## config.mk

```make
export PLATFORM = sky130hd
export DESIGN_NAME = seq_alu_flat
export DESIGN_NICKNAME = d
export VERILOG_FILES = /design/src/rtl/seq_alu_if.sv /design/src/rtl/seq_alu.sv /design/src/flat_wrapper.sv
export SDC_FILE = /design/constraint.sdc
export NUM_CORES = 1
export LEC_CHECK = 0
export BUFFER_PORTS_ARGS = -buffer_cell sky130_fd_sc_hd__buf_2
export CAP_MARGIN = 10
export CORE_MARGIN = 2
export CORE_UTILIZATION = 50
export CTS_BUF_LIST = sky130_fd_sc_hd__clkbuf_8
export CTS_CLUSTER_SIZE = 14
export DETAILED_ROUTE_END_ITERATION = 8
export HOLD_SLACK_MARGIN = 0.06
export PLACE_DENSITY = 0.65
export REMOVE_ABC_BUFFERS = 1
export SLEW_MARGIN = 20
export SYNTH_ARGS = -nofsm -noshare
export SYNTH_HDL_FRONTEND = slang
export SYNTH_SLANG_ARGS = --single-unit
```

## constraint.sdc

```tcl
create_clock -name clk -period 4.3 [get_ports clk]
set_input_delay 0.215 -clock clk [delete_from_list [all_inputs] [get_ports clk]]
set_output_delay 0.215 -clock clk [all_outputs]
set_load 0.05 [all_outputs]
```

## src/rtl/seq_alu_if.sv

```systemverilog
// seq_alu_if: request/response bundle between the execute stage and seq_alu.
//   start/op/a/b       : request, driven by the master (execute stage)
//   busy/done          : handshake status, driven by the ALU
//   result/zf/nf/cf/vf : registered result and condition flags, valid with done
//   illegal            : unassigned opcode indication, valid with done
interface seq_alu_if #(
  parameter int unsigned WIDTH = 16
);
  logic             start;
  logic [3:0]       op;
  logic [WIDTH-1:0] a;
  logic [WIDTH-1:0] b;
  logic             busy;
  logic             done;
  logic [WIDTH-1:0] result;
  logic             zf;
  logic             nf;
  logic             cf;
  logic             vf;
  logic             illegal;

  modport master (
    output start, op, a, b,
    input  busy, done, result, zf, nf, cf, vf, illegal
  );

  modport slave (
    input  start, op, a, b,
    output busy, done, result, zf, nf, cf, vf, illegal
  );
endinterface

```

## src/rtl/seq_alu.sv

```systemverilog
// seq_alu: registered ALU with Z/N/C/V flags, illegal-op flag and an iterative
// shift-add multiplier (one multiplier bit per cycle).
//   clk  : rising-edge clock
//   rst  : asynchronous, active-high reset
//   bus  : seq_alu_if.slave -- start/op/a/b in; busy/done/result/flags out
// Single-cycle ops raise done the cycle after acceptance. MUL holds busy for
// WIDTH cycles and raises done together with busy falling.
module seq_alu #(
  parameter int unsigned WIDTH = 16,
  parameter int unsigned SHW   = $clog2(WIDTH)
) (
  input logic     clk,
  input logic     rst,
  seq_alu_if.slave bus
);

  localparam int unsigned MSB = WIDTH - 1;
  localparam int unsigned CW  = (WIDTH > 1) ? $clog2(WIDTH) : 1;
  localparam logic [CW-1:0] LAST = CW'(WIDTH - 1);

  typedef enum logic [3:0] {
    OP_ADD  = 4'b0000,
    OP_SUB  = 4'b0001,
    OP_SLL  = 4'b0010,
    OP_SRL  = 4'b0011,
    OP_SRA  = 4'b0100,
    OP_NAND = 4'b0101,
    OP_OR   = 4'b0110,
    OP_MUL  = 4'b1000,
    OP_AND  = 4'b1001,
    OP_XOR  = 4'b1010
  } op_e;

  typedef enum logic {S_IDLE, S_MUL} state_e;

  state_e             state;
  logic [WIDTH-1:0]   result_q;
  logic               zf_q, nf_q, cf_q, vf_q, ill_q, busy_q, done_q;

  // multiplier datapath: acc = {partial product, remaining multiplier bits}
  logic [2*WIDTH-1:0] acc, acc_next;
  logic [WIDTH-1:0]   mcand;
  logic [WIDTH:0]     psum;
  logic [CW-1:0]      cnt;

  // single-cycle datapath
  logic [WIDTH-1:0]   alu_res;
  logic               alu_cf, alu_vf, alu_ill;
  logic [WIDTH:0]     add_w, sub_w, sll_w, shr_w, sra_w;
  logic [SHW-1:0]     amt;
  logic               sat;

  assign amt = bus.b[SHW-1:0];
  assign sat = |(bus.b >> SHW);

  always_comb begin
    add_w = {1'b0, bus.a} + {1'b0, bus.b};
    sub_w = {1'b0, bus.a} - {1'b0, bus.b};
    // one guard bit on the exit side captures the last bit shifted out
    sll_w = {1'b0, bus.a} << amt;
    shr_w = {bus.a, 1'b0} >> amt;
    sra_w = $signed({bus.a, 1'b0}) >>> amt;

    alu_res = '0;
    alu_cf  = 1'b0;
    alu_vf  = 1'b0;
    alu_ill = 1'b0;
    case (op_e'(bus.op))
      OP_ADD: begin
        alu_res = add_w[MSB:0];
        alu_cf  = add_w[WIDTH];
        alu_vf  = (bus.a[MSB] == bus.b[MSB]) && (add_w[MSB] != bus.a[MSB]);
      end
      OP_SUB: begin
        alu_res = sub_w[MSB:0];
        alu_cf  = sub_w[WIDTH];
        alu_vf  = (bus.a[MSB] != bus.b[MSB]) && (sub_w[MSB] != bus.a[MSB]);
      end
      OP_SLL: if (!sat) begin
        alu_res = sll_w[MSB:0];
        alu_cf  = sll_w[WIDTH];
      end
      OP_SRL: if (!sat) begin
        alu_res = shr_w[WIDTH:1];
        alu_cf  = shr_w[0];
      end
      OP_SRA: begin
        if (sat) begin
          alu_res = {WIDTH{bus.a[MSB]}};
        end else begin
          alu_res = sra_w[WIDTH:1];
          alu_cf  = sra_w[0];
        end
      end
      OP_NAND: alu_res = ~(bus.a & bus.b);
      OP_OR:   alu_res = bus.a | bus.b;
      OP_AND:  alu_res = bus.a & bus.b;
      OP_XOR:  alu_res = bus.a ^ bus.b;
      OP_MUL:  alu_res = '0;
      default: alu_ill = 1'b1;
    endcase
  end

  always_comb begin
    psum     = {1'b0, acc[2*WIDTH-1:WIDTH]} + (acc[0] ? {1'b0, mcand} : '0);
    acc_next = {psum, acc[MSB:1]};
  end

  always_ff @(posedge clk or posedge rst) begin
    if (rst) begin
      state    <= S_IDLE;
      result_q <= '0;
      zf_q     <= 1'b0;
      nf_q     <= 1'b0;
      cf_q     <= 1'b0;
      vf_q     <= 1'b0;
      ill_q    <= 1'b0;
      busy_q   <= 1'b0;
      done_q   <= 1'b0;
      acc      <= '0;
      mcand    <= '0;
      cnt      <= '0;
    end else begin
      done_q <= 1'b0;
      case (state)
        S_IDLE: begin
          if (bus.start) begin
            if (op_e'(bus.op) == OP_MUL) begin
              state  <= S_MUL;
              busy_q <= 1'b1;
              acc    <= {{WIDTH{1'b0}}, bus.b};
              mcand  <= bus.a;
              cnt    <= '0;
            end else begin
              done_q   <= 1'b1;
              result_q <= alu_res;
              zf_q     <= (alu_res == '0);
              nf_q     <= alu_res[MSB];
              cf_q     <= alu_cf;
              vf_q     <= alu_vf;
              ill_q    <= alu_ill;
            end
          end
        end
        S_MUL: begin
          acc <= acc_next;
          cnt <= cnt + CW'(1);
          if (cnt == LAST) begin
            state    <= S_IDLE;
            busy_q   <= 1'b0;
            done_q   <= 1'b1;
            result_q <= acc_next[MSB:0];
            zf_q     <= (acc_next[MSB:0] == '0);
            nf_q     <= acc_next[MSB];
            cf_q     <= |acc_next[2*WIDTH-1:WIDTH];
            vf_q     <= 1'b0;
            ill_q    <= 1'b0;
          end
        end
        default: state <= S_IDLE;
      endcase
    end
  end

  assign bus.result  = result_q;
  assign bus.zf      = zf_q;
  assign bus.nf      = nf_q;
  assign bus.cf      = cf_q;
  assign bus.vf      = vf_q;
  assign bus.illegal = ill_q;
  assign bus.busy    = busy_q;
  assign bus.done    = done_q;

endmodule

```

## src/flat_wrapper.sv

```systemverilog
// flat-port wrapper written by rule: the top's interface ports become plain ports
module seq_alu_flat 
#(
  parameter int unsigned WIDTH = 16,
  parameter int unsigned SHW   = $clog2(WIDTH)
)
  (clk, rst, bus_start, bus_op, bus_a, bus_b, bus_busy, bus_done, bus_result, bus_zf, bus_nf, bus_cf, bus_vf, bus_illegal);
  seq_alu_if #(.WIDTH(WIDTH)) bus_i ();
  input logic clk;
  input logic rst;
  input wire logic [$bits(bus_i.start)-1:0] bus_start;
  input wire logic [$bits(bus_i.op)-1:0] bus_op;
  input wire logic [$bits(bus_i.a)-1:0] bus_a;
  input wire logic [$bits(bus_i.b)-1:0] bus_b;
  output wire logic [$bits(bus_i.busy)-1:0] bus_busy;
  output wire logic [$bits(bus_i.done)-1:0] bus_done;
  output wire logic [$bits(bus_i.result)-1:0] bus_result;
  output wire logic [$bits(bus_i.zf)-1:0] bus_zf;
  output wire logic [$bits(bus_i.nf)-1:0] bus_nf;
  output wire logic [$bits(bus_i.cf)-1:0] bus_cf;
  output wire logic [$bits(bus_i.vf)-1:0] bus_vf;
  output wire logic [$bits(bus_i.illegal)-1:0] bus_illegal;
  assign bus_i.start = bus_start;
  assign bus_i.op = bus_op;
  assign bus_i.a = bus_a;
  assign bus_i.b = bus_b;
  assign bus_busy = bus_i.busy;
  assign bus_done = bus_i.done;
  assign bus_result = bus_i.result;
  assign bus_zf = bus_i.zf;
  assign bus_nf = bus_i.nf;
  assign bus_cf = bus_i.cf;
  assign bus_vf = bus_i.vf;
  assign bus_illegal = bus_i.illegal;
  seq_alu #(.WIDTH(WIDTH), .SHW(SHW)) u_core (.clk(clk), .rst(rst), .bus(bus_i));
endmodule
```

* Word level (Yosys, flattened, before mapping) *
Index checks and enable logic that the tools add are counted.

cells by class
  add/sub/neg operators = 4
  reduce and logical (&&, ||, !) cells = 12
  muxes and demuxes = 51
  eq/ne operators = 18
  bitwise logic cells = 5
  shift-type cells = 3

operator list
  kind                                                              count
  16-bit case mux with 9 select lines                               1
  16-bit 2-to-1 mux                                                 7
  32-bit 2-to-1 mux                                                 2
  32-bit case mux with 2 select lines                               1
  16-bit zero test                                                  2
  16-bit case mux with 2 select lines                               1
  1-bit 2-to-1 mux                                                  26
  1-bit case mux with 2 select lines                                9
  16-bit by 16-bit adder with 17-bit output                         1
  16-bit by 17-bit adder with 17-bit output                         1
  16-bit by 4-bit << shifter with 17-bit output                     1
  17-bit by 4-bit >> shifter with 17-bit output                     1
  17-bit by 4-bit >>> shifter with 17-bit output                    1
  16-bit by 16-bit subtractor with 17-bit output                    1
  16-bit AND                                                        1
  4-bit == test (second input constant)                             4
  16-bit NOT                                                        1
  16-bit OR                                                         1
  16-bit OR reduction                                               1
  16-bit bitwise XOR                                                1
  4-bit by 3-bit == test with 1-bit output (second input constant)  3
  12-bit OR reduction                                               1
  3-bit AND reduction                                               3
  9-bit OR reduction                                                1
  other kinds (14)                                                  21

storage, ports and cells
  bits of input ports = 39
  register bits = 76
  output and inout port bits = 23
  word-level logic and storage cells = 105

* Logic depth before layout (Yosys ltp) *
Gate-level depths: netlist of the first run.

  depth in word-level cells = 7
  depth in mapped cells = 16
  depth with buffers taken out = 14

* Least setup slack after synthesis of the first run *
Ideal clock, no wire load.

  kind = in2reg
  from = input port bus_b[2]
  to = register u_core.zf_q (netlist: u_core.bus.zf)
  buffers on the path = 4
  data arrival time = 3.366 ns
  setup time = 0.067 ns
  data required time = 4.233 ns
  path slack = 0.868 ns
  stages on the path = 16
  cells stage by stage = clkbuf_1 inv_1 clkbuf_1 clkbuf_1 ha_1 clkbuf_1 inv_1 nand3_1 and3b_1 o31a_1 a221o_1 a221oi_1 o2111ai_1 nor4_1 nand4_1 nand2_1

on the way
  longest elaborated chain between the ends = 7

RTL lines
  what                                                                                    line                RTL
  from (decl)                                                                             flat_wrapper.sv:14  input wire logic [$bits(bus_i.b)-1:0] bus_b;
  branches (longest 2 deep; another with 16-bit by 16-bit subtractor with 17-bit output)  --
  16-bit case mux with 9 select lines (*)                                                 seq_alu.sv:68       case (op_e'(bus.op))
  16-bit zero test (*)                                                                    seq_alu.sv:137      zf_q <= (alu_res == '0);
  1-bit 2-to-1 mux (*)                                                                    seq_alu.sv:128      if (op_e'(bus.op) == OP_MUL) begin
  1-bit 2-to-1 mux (*)                                                                    seq_alu.sv:127      if (bus.start) begin
  1-bit case mux with 2 select lines (*)                                                  seq_alu.sv:125      case (state)
  to (signal assigned)                                                                    seq_alu.sv:137
  to (signal assigned)                                                                    seq_alu.sv:153      zf_q <= (acc_next[MSB:0] == '0);
  to (decl)                                                                               seq_alu.sv:38       logic zf_q, nf_q, cf_q, vf_q, ill_q, busy_q, done_q;

Mark *: on every way between the ends. The select of a mux whose other input is x is not followed.
A chain may end at the register's enable or synchronous reset.

* Worst setup path in the final report of the first run *
  from = register u_core.mcand[0]
  to = register u_core.cf_q (netlist: u_core.bus.cf)

on the way
  longest elaborated chain between the ends = 5

RTL lines
  what                                       line            RTL
  from (decl)                                seq_alu.sv:42   logic [WIDTH-1:0] mcand;
  from (signal assigned)                     seq_alu.sv:132  mcand <= bus.a;
  16-bit 2-to-1 mux                          seq_alu.sv:105  psum = {1'b0, acc[2*WIDTH-1:WIDTH]} + (acc[0] ? {1'b0, mcand} : '0);
  16-bit by 17-bit adder with 17-bit output  seq_alu.sv:105
  16-bit OR reduction                        seq_alu.sv:155  cf_q <= |acc_next[2*WIDTH-1:WIDTH];
  1-bit 2-to-1 mux                           seq_alu.sv:148  if (cnt == LAST) begin
  1-bit case mux with 2 select lines         seq_alu.sv:125
  to (signal assigned)                       seq_alu.sv:139  cf_q <= alu_cf;
  to (signal assigned)                       seq_alu.sv:155
  to (decl)                                  seq_alu.sv:38

No other way between the ends. The select of a mux whose other input is x is not followed.

==> results of run 1 <==
synth_stat cells, types with 4 or more instances:
master     instances  share of area
nand2_1          115          0.052
nor2_1            92          0.042
o21ai_0           88          0.053
a21oi_1           85          0.051
dfrtp_1           75           0.23
ha_1              66           0.10
clkbuf_1          58          0.026
inv_1             52          0.024
nand3_1           25          0.015
and2_1            23          0.017
mux2i_1           21          0.025
a211oi_1          17          0.015
mux4_2            17          0.046
o22ai_1           16          0.012
nand2b_1          13         0.0098
o211ai_1          13          0.012
a21o_1            11          0.010
and3_1            11         0.0083
buf_2             11         0.0067
nor3_1            11         0.0067
nor4_1            11         0.0083
mux2_2            10          0.014
nor2b_1           10         0.0076
o21a_1            10         0.0091
a211o_1            9         0.0095
a221oi_1           9         0.0095
a22oi_1            9         0.0082
a31oi_1            9         0.0068
o21bai_1           9         0.0082
xnor2_1            9         0.0095
nand4_1            8         0.0061
o2111ai_1          8         0.0085
or3_1              8         0.0061
a22o_1             6         0.0064
o221ai_1           6         0.0064
o31ai_1            6         0.0054
or4_1              6         0.0054
o22a_1             5         0.0053
o32ai_1            5         0.0053
xor2_1             5         0.0053
a311oi_1           4         0.0042
and4_1             4         0.0042
nand3b_1           4         0.0036
o41ai_1            4         0.0042
logic make-up (layout without fill, tap and decap cells):
kind of cell / after synthesis / in the layout / share of synthesized area
buffers and inverters: 128 / 160 / 0.0620
AND/OR/NAND/NOR: 360 / 360 / 0.215
AO/OA/AOI/OAI: 362 / 362 / 0.288
XOR/XNOR: 14 / 14 / 0.0148
adder cells (fa/ha/maj): 69 / 69 / 0.107
flip-flops: 75 / 75 / 0.227
multiplexers: 48 / 48 / 0.0854
power breakdown:
group | switching (mW) | internal (mW)
registers | 0.208 | 1.00
clock network | 0.287 | 0.384
logic | 1.39 | 0.680
worst min path at each step:
stage | slack [ns] | endpoint | startpoint
after CTS | 0.17 | u_core.mcand[8] | bus_a[8]
after floorplan | 0.38 | u_core.mcand[15] | bus_a[15]
after global placement | 0.30 | u_core.cnt[0] | rst
after detailed placement | 0.31 | u_core.cnt[0] | rst
after global routing | 0.18 | u_core.mcand[8] | bus_a[8]
final | 0.20 | u_core.mcand[8] | bus_a[8]
layer usage:
metal,vias to the layer above,share of wire
met5,-,0
met4,0,0.055
met3,80,0.080
met2,417,0.45
met1,4087,0.41
li1,3970,-
worst max-delay path, delay by kind of cell, from the launching register on:
kind | cells | cell delay (ns)
AND/OR/NAND/NOR | 5 | 1.25
AO/OA/AOI/OAI | 4 | 1.06
adder cells (fa/ha/maj) | 2 | 0.66
flip-flops | 1 | 0.38
XOR/XNOR | 1 | 0.08
state kept, by name, summed over array words and instances (netlist names):
register / flops
u_core.bus.vf: 1
u_core.cnt: 4
u_core.bus.illegal: 1
u_core.bus.zf: 1
u_core.acc: 32
u_core.mcand: 16
u_core.bus.cf: 1
u_core.bus.busy: 1
u_core.bus.done: 1
u_core.state: 1
u_core.bus.nf: 1
u_core.bus.result: 15
cell type report:
cell class / instances / area [sq um]
inverters: 53 / 200
clock inverters: 6 / 113
fillers: 1618 / 7320
clock buffers: 9 / 124
well taps: 220 / 275
multi-input cells: 853 / 5900
flip-flops and latches: 75 / 1880
repair buffers: 92 / 541
==> flow_summary.yaml, run 1 <==
clocking:
  clk_pin_slew_ns: 0.07
  numCtsBuffers: 9
  cts_root_buf: "clkbuf_8"
  clock-sinks: 75
  cts-htree-levels: 3
  cts_max_path_buffers: 2
  cts_resized: 0
  insertion_delay_ns: 0.37
  cts_tree: "yes"
  cts_setup_buffers: 0
  cts_hold_buf: 1
place:
  gp_congestion: 1.06
  dp_hpwl_um: 22600
  dp_slack_ns: 0.748
  io_buffers: 61
  dp.cells: 1292
  post_dp_cell_area_sq_um: 8780
global_route:
  grt_max_degree: 59
  grt.met3_usage: 0.0540
  top_usage_layer: "met2"
  antenna_found_initial: 0
  globalRouteMet2Util: 0.527
  grt_pass1_vias: 8060
  gr-total-overflow: 0
  use_met1: 0.451
  grt_pass1_wl_um: 45800
  grtUsageTotal: 0.336
floorplan:
  core_area_sq_um: 16300
  die_h_um: 133
  die_w_um: 133
  rows: 47
  initial_core_util: 0.506
  die_area_sq_um: 17600
  ios: 62
yosys:
  synthesis.area_sq_um: 8270
  ys_async_sr_fraction: 1.00
  synthFlopType: "dfrtp_1"
  synth_cell_type_count: 80
  yosysSeqAreaShare: 0.227
  synth-edff-count: 0
  yosys_warnings: 0
  avgSynthCellArea_sq_um: 7.83
  syn_inst: 1056
  ys_ff_latch: 75
cells_and_area:
  final_area_sq_um: 9020
  drive_above_1_share: 0.141
  layout_commonest_cell: "nand2_1"
  antenna_cells: 0
  nets: 1192
  final_core_util: 0.552
  final_cells: 1308
  synthToLayoutAreaGrowth_pct: 9.16
  layout_common_cells: "nand2_1, nor2_1, o21ai_0, a21oi_1, dfrtp_1"
run:
  drv_cap: 0
sta:
  final_hold_viol_count: 0
  grt_setup_unrepaired: "false"
  fin_skew_ns: 0.0143
  slew_headroom: 0.482
  whs_ns: 0.200
  finalSetupTns_ns: 0
  tightest_slew_ns: 0.773
  finalCritPeriodShare: 0.833
  fin_crit_ns: 3.58
  fmax_mhz: 279
  setup_ws_ns: 0.720
  setup_viol: 0
  slew_viol_final: 0
pwr:
  pwr_density_cell_nw_per_um2: 437
  power.total_mw: 3.95
  leakage_nw: 4.06
  vdd_drop_max_uv: 258
worst_setup_path:
  cp-start-kind: "flop"
  path_cells: "and2_1 -> ha_1 -> fa_1 -> a211oi_1 -> nor2_1 -> o21a_1 -> nor2_1 -> xnor2_1 -> or4_1 -> or4_1 -> a2111oi_0 -> a41oi_1"
  slowest_stage: "fa_1"
  cp-startpoint: "u_core.mcand[0]"
  r2r_cells: 12
  r2r_slack_ns: 0.72
  timing.rr.end: "u_core.bus.cf"
  crit_type: "flop to flop"
  end_kind: "flop"
  r2r_start: "u_core.mcand[0]"
  cp_max_fo: 4
  cp-endpoint: "u_core.bus.cf"
  worst_ep_required_time_ns: 4.52
  critical_path.max_stage_delay_ns: 0.46
  worstPathArrival_ns: 3.80
detailed_routing:
  firstDrtPassIters: 5
  drt-total-wl_um: 29400
  wire_per_inst_um: 22.5
  drcViolationCount: 0
  vias: 8554
  vias_per_cell: 6.54
  drt_iter0_drc: 715
  ant_nets: 0
worst_hold_path:
  hold_depth: 3
  holdCritPathClass: "primary input to flop"
outcome:
  run_status: "finished, final reports clean"
Power figures use the tool's default switching activity.
==> run 2: changes to the inputs <==
Clock period 4.3 ns to 3.3 ns, I/O delays scaled along.
==> flow_summary.yaml, run 2 (synthesized netlist as in run 1, its figures left out) <==
place:
  io_buffers: 61
  gp_congestion: 1.08
  post_dp_cell_area_sq_um: 9470
  dp_hpwl_um: 24600
cells_and_area:
  layout_commonest_cell: "buf_4"
  antenna_cells: 0
  nFillCells: 1545
  regMostFlops: "u_core.acc"
  drive_above_1_share: 0.221
  nets: 1282
  final-seq-area_sq_um: 1880
  final_area_sq_um: 9810
  final_core_util: 0.600
  synthToLayoutAreaGrowth_pct: 18.7
  largest_reg_flops: 32
  layout_common_cells: "buf_4, nand2_1, nor2_1, o21ai_0, a21oi_1"
  multiInputGateArea_sq_um: 5990
pwr:
  power.clock.fraction: 0.156
  switchingPower_mw: 2.57
  pwr_density_cell_nw_per_um2: 551
  p_int_mw: 2.83
  switching_share: 0.476
  pwr-share-seq: 0.295
  power.total_mw: 5.40
  pwr-share-comb: 0.548
  leakage_nw: 4.49
  vdd_drop_max_uv: 397
floorplan:
  core_area_sq_um: 16300
  ios: 62
  die_area_sq_um: 17600
  die_h_um: 133
  initial_core_util: 0.506
  die_w_um: 133
  rows: 47
clocking:
  cts-htree-levels: 3
  clock-sinks: 75
  clk_pin_slew_ns: 0.09
  cts_root_buf: "clkbuf_8"
  cts_max_path_buffers: 2
  numCtsBuffers: 9
  cts_setup_buffers: 0
  insertion_delay_ns: 0.38
  cts_tree: "yes"
worst_setup_path:
  critPathTopFamily: "simple AND/OR/NAND/NOR gates"
  slowest_stage: "or4_4"
  cp-start-kind: "flop"
  path_cells: "and2_1 -> ha_2 -> fa_2 -> buf_4 -> a21o_1 -> a211oi_2 -> nor2_1 -> or4_1 -> or4_4 -> a2111oi_4 -> a41oi_1"
  path_buf_inv: 1
  critical_path.max_stage_delay_ns: 0.55
  timing.rr.end: "u_core.bus.cf"
  r2r_slack_ns: 0.09
  crit_type: "flop to flop"
  cp_max_fo: 2
  r2r_start: "u_core.mcand[0]"
  end_kind: "flop"
  worstPathArrival_ns: 3.46
  r2r_cells: 11
  worst_ep_required_time_ns: 3.55
worst_hold_path:
  hold_depth: 3
  hp-start: "bus_a[8]"
  worstHoldEndpoint: "u_core.mcand[8]"
  holdCritPathClass: "primary input to flop"
detailed_routing:
  drt_iter0_drc: 805
  ant_nets: 0
  wire_per_inst_um: 22.2
  drcViolationCount: 0
  vias_per_cell: 6.44
  vias: 9010
  firstDrtPassIters: 5
  drt-total-wl_um: 31100
sta:
  whs_ns: 0.141
  fmax_mhz: 311
  finalCritPeriodShare: 0.974
  grt_setup_unrepaired: "true"
  final_hold_viol_count: 0
  fin_skew_ns: 0.0161
  slew_headroom: 0.360
  setup_viol: 0
  fin_crit_ns: 3.21
  tightest_slew_ns: 0.959
  slew_viol_final: 0
global_route:
  gr-total-overflow: 0
  grt_pass1_wl_um: 48500
  grt_pass1_vias: 8610
  antenna_found_initial: 0
  grtUsageTotal: 0.355
  grt_max_degree: 56
outcome:
  run_status: "finished, final reports clean"
run:
  drv_cap: 0
[run 2: changes by cell type in the layout (fill, tap and decap cells not counted), moves of 2 or more]
cell      before  now
ha_2           0    2
a21oi_1       85   83
ha_1          66   61
buf_4         30  118
a21oi_2        1    3
a211oi_1      17   14
a211oi_2       0    3
ha_4           0    3
[run 2: routing by layer]
layer	vias up	track usage	wire length (um)
li1	4157	-	-
met2	457	0.561	14100
met4	0	0.180	1810
met1	4298	0.476	12900
met3	98	0.0494	2380
met5	-	0	0
[run 2: area by class of cell]
class / count / area share
tap: 220 / 0.0281
sequential: 75 / 0.191
timing repair buffer: 182 / 0.126
clock buffer: 10 / 0.0140
multi-input combinational: 853 / 0.611
clock inverter: 6 / 0.00982
inverter: 53 / 0.0204
[run 2: timing repair]
item,4_1_cts,5_1_grt
resized for setup,8,11
pin swaps,2,13
endpoints found under the setup margin,1,2
hold buffers,1,0
endpoints found under the hold margin,54,0
[run 2: power groups by stage]
stage,Combinational (mW),Clock [mW],Sequential (mW)
2_1_floorplan,1.35,0,2.04
3_3_place_gp,2.83,0,1.59
3_5_place_dp,2.85,0,1.59
4_1_cts,2.90,0.860,1.58
5_1_grt,3.20,0.897,1.64
6_report,2.96,0.845,1.60
[run 2: worst max path at each step]
stage	start	to	slack, ns	cells past startpoint
finish	u_core.mcand[0]	u_core.bus.cf	0.09	11
global route	u_core.mcand[0]	u_core.bus.cf	-0.02	11
CTS	u_core.mcand[0]	u_core.bus.cf	0.004	12
detailed placement	u_core.mcand[0]	u_core.bus.cf	-0.17	12
global placement	u_core.mcand[0]	u_core.bus.cf	-0.12	14
floorplan	u_core.state	u_core.bus.cf	-0.23	7
[run 2: worst reg2reg max path, delay by kind of cell (launching register included)]
kind                     cells  cell delay (ns)
adder cells (fa/ha/maj)      2             0.54
AND/OR/NAND/NOR              4             1.31
AO/OA/AOI/OAI                4             0.71
buffers and inverters        1             0.15
flip-flops                   1             0.38
[run 2: through the flow]
step	setup slack, ns	setup TNS (ns)	cells
global placement	-0.124	-0.124	1382
global route	-0.0225	-0.0225	1399
floorplan	-0.233	-0.288	981
detailed placement	-0.172	-0.172	1382
finish	0.0860	0	1399
CTS	0.00402	0	1399
==> run 3: changes to the inputs <==
==> constraint.sdc (replaced) <==
create_clock -name clk -period 3.3 [get_ports clk]
set_input_delay 0.66 -clock clk [delete_from_list [all_inputs] [get_ports clk]]
set_output_delay 0.66 -clock clk [all_outputs]
set_load 0.05 [all_outputs]
==> flow_summary.yaml, run 3 (synthesized netlist as in run 1, its figures left out) <==
clocking:
  cts_max_path_buffers: 2
  clk_pin_slew_ns: 0.10
  cts-htree-levels: 3
  numCtsBuffers: 9
  cts_tree: "yes"
  cts_root_buf: "clkbuf_8"
  cts_hold_buf: 0
  insertion_delay_ns: 0.38
  clock-sinks: 75
place:
  dp_slack_ns: -0.436
  dp_hpwl_um: 25700
  io_buffers: 61
  gp_congestion: 1.07
  post_dp_cell_area_sq_um: 10100
global_route:
  grtUsageTotal: 0.361
  grt_pass1_wl_um: 49300
  grt_pass1_vias: 8762
  antenna_found_initial: 1
  gr-total-overflow: 0
  grt_max_degree: 40
pwr:
  power.total_mw: 5.54
  leakage_nw: 4.94
  pwr_density_cell_nw_per_um2: 529
  vdd_drop_max_uv: 378
worst_setup_path:
  path_cells: "and2_1 -> ha_1 -> fa_2 -> a211oi_2 -> nor2_1 -> o21a_1 -> nor2_2 -> xnor2_1 -> or4_1 -> or4_4 -> a2111oi_4 -> a41oi_1"
  slowest_stage: "or4_1"
  critical_path.max_stage_delay_ns: 0.48
  cp-startpoint: "u_core.mcand[0]"
  worst_ep_required_time_ns: 3.54
  r2r_start: "u_core.mcand[0]"
  r2r_slack_ns: 0.04
  cp_max_fo: 3
  crit_type: "flop to flop"
  worstPathArrival_ns: 3.50
  cp-start-kind: "flop"
  end_kind: "flop"
  critPathTopFamily: "simple AND/OR/NAND/NOR gates"
  path_buf_inv: 0
cells_and_area:
  final_core_util: 0.641
  regMostFlops: "u_core.acc"
  drive_above_1_share: 0.269
  largest_reg_flops: 32
  antenna_cells: 0
  nFillCells: 1520
  nets: 1366
  layout_common_cells: "buf_4, nand2_1, nor2_1, o21ai_0, a21oi_1"
  layout_commonest_cell: "buf_4"
  final_area_sq_um: 10500
  synthToLayoutAreaGrowth_pct: 26.7
detailed_routing:
  drt-total-wl_um: 31700
  vias_per_cell: 6.22
  drt_iter0_drc: 803
  vias: 9221
  firstDrtPassIters: 6
  ant_nets: 0
  drcViolationCount: 0
  wire_per_inst_um: 21.4
sta:
  fin_skew_ns: 0.0240
  finalSetupTns_ns: 0
  grt_setup_unrepaired: "true"
  finalCritPeriodShare: 0.987
  fmax_mhz: 307
  tightest_slew_ns: 0.796
  setup_ws_ns: 0.0440
  final_hold_viol_count: 0
  slew_viol_final: 0
  setup_viol: 0
  slew_headroom: 0.463
  fin_crit_ns: 3.26
worst_hold_path:
  holdCritPathClass: "primary input to async pin"
floorplan:
  die_w_um: 133
  die_area_sq_um: 17600
  rows: 47
  initial_core_util: 0.506
  core_area_sq_um: 16300
  ios: 62
  die_h_um: 133
outcome:
  run_status: "finished, final reports clean"
run:
  drv_cap: 0
-- run 3: what timing repair did --
action                                  4_1_cts  5_1_grt
pin swaps                                     3        1
resized for setup                             8        8
buffers inserted                              1        0
endpoints found under the setup margin        2       11
cloned                                        0        0
-- run 3: worst register-to-register path: stages, from the launching register on --
cell and delay, ns:
dfrtp_1 0.38, and2_1 0.16, ha_1 0.21, fa_2 0.38, a211oi_2 0.19, nor2_1 0.08
o21a_1 0.21, nor2_2 0.13, xnor2_1 0.08, or4_1 0.48, or4_4 0.47, a2111oi_4 0.21
a41oi_1 0.15
-- run 3: layout make-up --
| cell class | instances | area (sq um) | share of cell area |
|---|---|---|---|
| Clock buffer | 9 | 124 | 0.0118 |
| Clock inverter | 7 | 130 | 0.0124 |
| Inverter | 53 | 200 | 0.0191 |
| Multi-Input combinational cell | 853 | 5970 | 0.570 |
| Sequential cell | 75 | 1880 | 0.179 |
| Tap cell | 220 | 275 | 0.0263 |
| Timing Repair Buffer | 266 | 1900 | 0.181 |
-- run 3: per-layer routing --
metal	GRT usage	part of all wire	up-vias
li1	-	-	4317
met1	0.475	0.41	4308
met2	0.559	0.44	476
met3	0.0605	0.078	118
met4	0.216	0.071	2
met5	0	0.00050	-
-- run 3: metrics by stage --
stage               cells  hold WS, ns
CTS                  1483        0.353
finish               1483        0.325
global placement     1466        0.453
floorplan             981        0.442
global route         1483        0.384
detailed placement   1466        0.463
-- run 3: where the power goes --
| group | total, mW | internal [mW] | switching [mW] |
|---|---|---|---|
| clock network | 0.918 | 0.518 | 0.399 |
| registers | 1.58 | 1.30 | 0.275 |
| logic | 3.04 | 1.14 | 1.90 |
| total | 5.54 | 2.96 | 2.58 |
-- run 3: path summary, 6_finish.rpt --
path / endpoint / cells past startpoint
worst max-delay path: u_core.bus.cf / 12
worst min-delay path: u_core.cnt[3] / 2
worst max register to register: u_core.bus.cf / 12
worst min register to register: u_core.mcand[8] / 2
max in group asynchronous: u_core.acc[21] / 3
min in group clk: u_core.mcand[8] / 2
